<file path="src/rtl/hack_screen_capture.sv">
`default_nettype none
// hack_screen_capture: packs a blanked luma stream into 1-bpp Hack screen-memory word writes,
// measures the active frame geometry and reports lock when consecutive frames agree.
module hack_screen_capture #(
  parameter int         WIDTH  = 512,
  parameter int         HEIGHT = 256,
  parameter logic [7:0] THRESH = 8'h80
) (
  input  logic        clk,
  input  logic        reset_n,
  input  logic        enable,
  input  logic        ce_pix,
  input  logic        hblank,
  input  logic        vblank,
  input  logic [7:0]  video,
  output logic        wr_en,
  output logic [12:0] wr_addr,
  output logic [15:0] wr_data,
  output logic        frame_done,
  output logic        locked,
  output logic [10:0] active_w,
  output logic [9:0]  active_h,
  output logic        overflow
);

  localparam logic [11:0] X_LIMIT = 12'(WIDTH);
  localparam logic [10:0] Y_LIMIT = 11'(HEIGHT);

  typedef enum logic [1:0] {IDLE = 2'd0, ALIGN = 2'd1, CAPTURE = 2'd2} state_t;
  state_t state, state_next;

  logic        prev_hblank, prev_vblank;
  logic [10:0] x, line_w;
  logic [9:0]  y;
  logic [15:0] packer;
  logic        ovf_pend;

  // Blanking edges only ever compare two ce_pix-qualified samples.
  logic hb_rise, vb_rise, vb_fall, active_pix;
  assign hb_rise    = ce_pix & hblank & ~prev_hblank;
  assign vb_rise    = ce_pix & vblank & ~prev_vblank;
  assign vb_fall    = ce_pix & ~vblank & prev_vblank;
  assign active_pix = ce_pix & ~hblank & ~vblank;

  logic start_capture, pixel_step, line_end, frame_end;

  always_comb begin
    state_next    = state;
    start_capture = 1'b0;
    pixel_step    = 1'b0;
    line_end      = 1'b0;
    frame_end     = 1'b0;
    if (!enable) begin
      state_next = IDLE;
    end else begin
      case (state)
        IDLE, ALIGN: begin
          if (vb_fall) begin
            state_next    = CAPTURE;
            start_capture = 1'b1;
          end else begin
            state_next = ALIGN;
          end
        end
        CAPTURE: begin
          pixel_step = active_pix;
          line_end   = hb_rise && (x != 11'd0);
          if (vb_rise) begin
            frame_end  = 1'b1;
            state_next = ALIGN;
          end
        end
        default: state_next = IDLE;
      endcase
    end
  end

  logic        in_range, pix_bit, word_done, flush;
  logic [10:0] x_inc, line_w_next;
  logic [9:0]  y_inc, y_after;
  logic [15:0] packed_word;

  assign in_range    = ({1'b0, x} < X_LIMIT) && ({1'b0, y} < Y_LIMIT);
  assign pix_bit     = (video >= THRESH);
  assign x_inc       = (x == 11'h7FF) ? x : x + 11'd1;
  assign y_inc       = (y == 10'h3FF) ? y : y + 10'd1;
  assign packed_word = packer | (16'(pix_bit) << x[3:0]);
  assign word_done   = pixel_step && (x[3:0] == 4'hF);
  assign flush       = line_end && (x[3:0] != 4'h0);
  // A line end coinciding with frame end must be folded into the latched geometry.
  assign y_after     = line_end ? y_inc : y;
  assign line_w_next = line_end ? x : line_w;

  always_ff @(posedge clk) begin
    if (!reset_n) state <= IDLE;
    else          state <= state_next;
  end

  always_ff @(posedge clk) begin
    if (!reset_n) begin
      prev_hblank <= 1'b0;
      prev_vblank <= 1'b0;
      x           <= 11'd0;
      y           <= 10'd0;
      line_w      <= 11'd0;
      packer      <= 16'h0000;
      ovf_pend    <= 1'b0;
      wr_en       <= 1'b0;
      wr_addr     <= 13'd0;
      wr_data     <= 16'h0000;
      frame_done  <= 1'b0;
      locked      <= 1'b0;
      active_w    <= 11'd0;
      active_h    <= 10'd0;
      overflow    <= 1'b0;
    end else begin
      wr_en      <= 1'b0;
      frame_done <= 1'b0;
      if (ce_pix) begin
        prev_hblank <= hblank;
        prev_vblank <= vblank;
      end
      if (!enable) locked <= 1'b0;
      if (start_capture) begin
        x        <= 11'd0;
        y        <= 10'd0;
        packer   <= 16'h0000;
        ovf_pend <= 1'b0;
      end
      if (pixel_step) begin
        x      <= x_inc;
        packer <= word_done ? 16'h0000 : packed_word;
        if (!in_range) begin
          ovf_pend <= 1'b1;
        end else if (word_done) begin
          wr_en   <= 1'b1;
          wr_addr <= {y[7:0], x[8:4]};
          wr_data <= packed_word;
        end
      end
      if (line_end) begin
        if (flush && in_range) begin
          wr_en   <= 1'b1;
          wr_addr <= {y[7:0], x[8:4]};
          wr_data <= packer;
        end
        packer <= 16'h0000;
        line_w <= x;
        x      <= 11'd0;
        y      <= y_inc;
      end
      if (frame_end) begin
        active_w   <= line_w_next;
        active_h   <= y_after;
        overflow   <= ovf_pend;
        frame_done <= 1'b1;
        locked     <= (line_w_next == active_w) && (y_after == active_h);
      end
    end
  end

endmodule
`default_nettype wire

</file>
<file path="config.mk">
export PLATFORM = sky130hd
export DESIGN_NAME = hack_screen_capture
export DESIGN_NICKNAME = d
export VERILOG_FILES = /design/src/rtl/hack_screen_capture.sv
export SDC_FILE = /design/constraint.sdc
export NUM_CORES = 1
export LEC_CHECK = 0
export CAP_MARGIN = 20
export CORE_ASPECT_RATIO = 1.2
export CORE_MARGIN = 1.5
export CORE_UTILIZATION = 50
export DETAILED_ROUTE_END_ITERATION = 8
export PLACE_DENSITY = 0.75
export SLEW_MARGIN = 25
export SYNTH_ARGS = -nofsm -noshare
export SYNTH_HDL_FRONTEND = slang
export SYNTH_SLANG_ARGS = --single-unit
</file>
<file path="constraint.sdc">
create_clock -name clk -period 2.15 [get_ports clk]
set_input_delay 0.43 -clock clk [delete_from_list [all_inputs] [get_ports clk]]
set_output_delay 0.43 -clock clk [all_outputs]
set_load 0.02 [all_outputs]
</file>
==> reports/results.tsv <==
metric	value	unit
most frequent cells after synthesis	dfxtp_1, nand2_1, nor2_1, a21boi_0, clkbuf_1	
H-Tree Depth	3	
crit path launch type	flop	
Worst Hold Class	reg -> reg	
Row Count	40	
first-pass GRT wire length	26500	um
Final ANT Viol Nets	0	
Syn Area/Cell	8.28	sq um
initial antenna violation count	0	
Primary FF master, synth	dfxtp_1	
final net count	795	
FF+latch count, synth	107	
Clock Skews	0.0105	ns
Critical Path RT	2.44	ns
Slew Viols, Final	0	
diode count	0	
WL final	16700	um
core area	10100	sq um
crit-path max FO	6	
Hold Buf Count CTS	0	
delay-heaviest family, CP	simple AND/OR/NAND/NOR gates	
Mapped Cells	633	
total CTS buffers	9	
top-area cell type share of the netlist area	40.9	%
RSZ-0062 raised after global routing	yes	
vias in the first global route	5226	
Max Cap Viol	0	
total power	0.00378	W
fin crit period	2.26	ns
post-synthesis instance area	5240	sq um
clock buffer depth	2	
post-synthesis async set-or-reset flop share	0	%
Post-Layout Cell Count	909	
relative slew slack	54.2	%
Clock Latency Late Sink	0.36	ns
Worst EP arrival	2.55	ns
Starting Density	51.8	%
hpwl dp	11900	um
largest net degree at the start of global routing	78	
dominant cell type by area after synthesis	dfxtp_1	
period utilization	105	%
post-synthesis cell type count	60	
wire length per cell	18.3	um
register area share after synthesis	40.9	%
Root Buffer	clkbuf_16	
status	finished with violations	
hold_ws	0.457	ns
GRT Residual Overflow	0	
port buffer count	60	
Total GRT Usage	31.4	%
Routability Congestion	1.05	
CTS tree	built	
Crit-path slowest cell	nor3_1	
vias per inst	5.92	
Ys Warns	0	
Detailed Routing Iterations Pass 1	4	
Inst Count DP	886	
worst-margin pin slew	0.687	ns
Power Density	510	nW/um^2
setup slack after layout	-0.112	ns
Setup TNS	-0.112	ns
Leakage	2.91	nW
top cells by area, synth	dfxtp_1, nand2_1, a21boi_0, a22oi_1, nor2_1	
most frequent CP cell	buf_6	
Post-synth EDFFs	0	
failing checks	setup timing	
vias	5382	
DRC	0	
crit end category	flop	
# setup viols final	1	
Final Hold Vio Count	0	
I/O pins	68	
CP bufs+invs	3	
fmax	442	MHz
Starting DRT DRC Count	276	
Post-Syn Nets	650	
CTS sink count	107	
Die Footprint	11100	sq um
Worst path max stage delay	0.47	ns
FF-to-FF setup slack	-0.11	ns
Synth-to-Final Area Change	41.4	%
Die H	115	um
crit path cell chain	nor3_1 > and3_4 > buf_6 > buf_6 > buf_6 > or4_4 > nand4_1 > nor4b_2 > nand4_1 > o21ai_1	
Peak VDD IR	0.385	mV
layout cells sized above 1	25.2	%
Worst-path clk slew	0.08	ns
Setup CP Type	reg -> reg	
die width	96.4	um
-- metal layers --
| layer | vias to the layer above | track usage, % | part of all wire, % |
|---|---|---|---|
| met5 | - | 0 | 0 |
| met4 | 0 | 14.4 | 4.2 |
| met3 | 62 | 3.97 | 5.3 |
| met2 | 220 | 52.7 | 50 |
| met1 | 2557 | 39.7 | 41 |
| li1 | 2543 | - | - |
-- cells in the final DEF, fill, tap and decap left out, drive strengths merged, types with 4 or more instances in the layout --
cell type	netlist	routed
and3	11	11
and2	4	4
mux2i	4	4
nand4	11	11
xor2	4	4
a31oi	6	6
nand3b	4	4
a21boi	33	33
nor2	45	45
nand3	10	10
o31ai	4	4
a2111oi	5	5
nor4	6	6
inv	12	15
a22oi	27	27
clkbuf	28	10
a21oi	22	22
o211a	15	15
dfxtp	107	107
clkdlybuf4s50	0	55
xnor2	17	17
nand2b	17	17
o21ai	22	22
or3	6	6
nand2	107	107
nor3b	4	4
clkinv	0	4
nor3	22	22
o221a	4	4
nor2b	21	21
buf	14	116
-- kinds of logic (layout without fill, tap and decap cells) --
family	after synthesis	in the layout	synth area share [%]
fa+ha+maj	3	3	0.717
simple gates	284	284	27.5
xor+xnor	22	22	3.96
flops	107	107	40.9
buf+inv	54	204	4.23
mux	4	4	0.764
compound gates	159	159	21.9
-- tightest hold or removal path, stage by stage, from the launching register on --
cell      delay, ns
dfxtp_1        0.31
nand2_1        0.05
a21boi_1       0.05
-- state kept, by name, indices dropped and copies added, names as in the netlist --
register	flops
packer	16
wr_data	16
wr_addr	13
active_w	11
line_w	11
x	11
active_h	10
y	10
state	2
frame_done	1
locked	1
overflow	1
ovf_pend	1
prev_hblank	1
prev_vblank	1
wr_en	1
-- stage by stage --
stage	instance area [sq um]	util (%)	setup slack, ns
floorplan	5260	-	-0.111
global placement	6730	66.5	-0.606
detailed placement	6730	66.5	-0.607
CTS	7240	71.6	-0.0311
global route	7410	73.3	-0.184
finish	7410	73.3	-0.112
-- path summary, 6_finish.rpt --
kind	to	cells past startpoint	from
min	wr_addr[5]$_SDFF_PN0_	2	wr_addr[5]$_SDFF_PN0_
min reg2reg	wr_addr[5]$_SDFF_PN0_	2	wr_addr[5]$_SDFF_PN0_
max reg2reg	locked$_SDFFE_PN0P_	10	x[6]$_SDFFE_PP0P_
max	locked$_SDFFE_PN0P_	10	x[6]$_SDFFE_PP0P_
-- power breakdown --
part	switching, W	leakage (nW)	internal, W	total (W)
combinational	0.0000680	1.90	0.0000584	0.000126
clock	0.000837	0.150	0.000831	0.00167
sequential	0.00000333	0.864	0.00198	0.00199
total	0.000909	2.91	0.00287	0.00378
-- timing repair --
action	CTS	global route
setup endpoints to repair	81	59
cloned	0	1
buffers inserted	5	2
resized for setup	48	33
pin swaps	15	6
-- cell type report --
type | instances | area, sq um
well taps | 126 | 158
fillers | 808 | 2700
flip-flops and latches | 107 | 2150
inverters | 12 | 45.0
repair buffers | 176 | 1590
clock buffers | 9 | 225
clock inverters | 7 | 81.3
multi-input cells | 472 | 3160
Note: power is estimated with default switching activity, not from simulation.
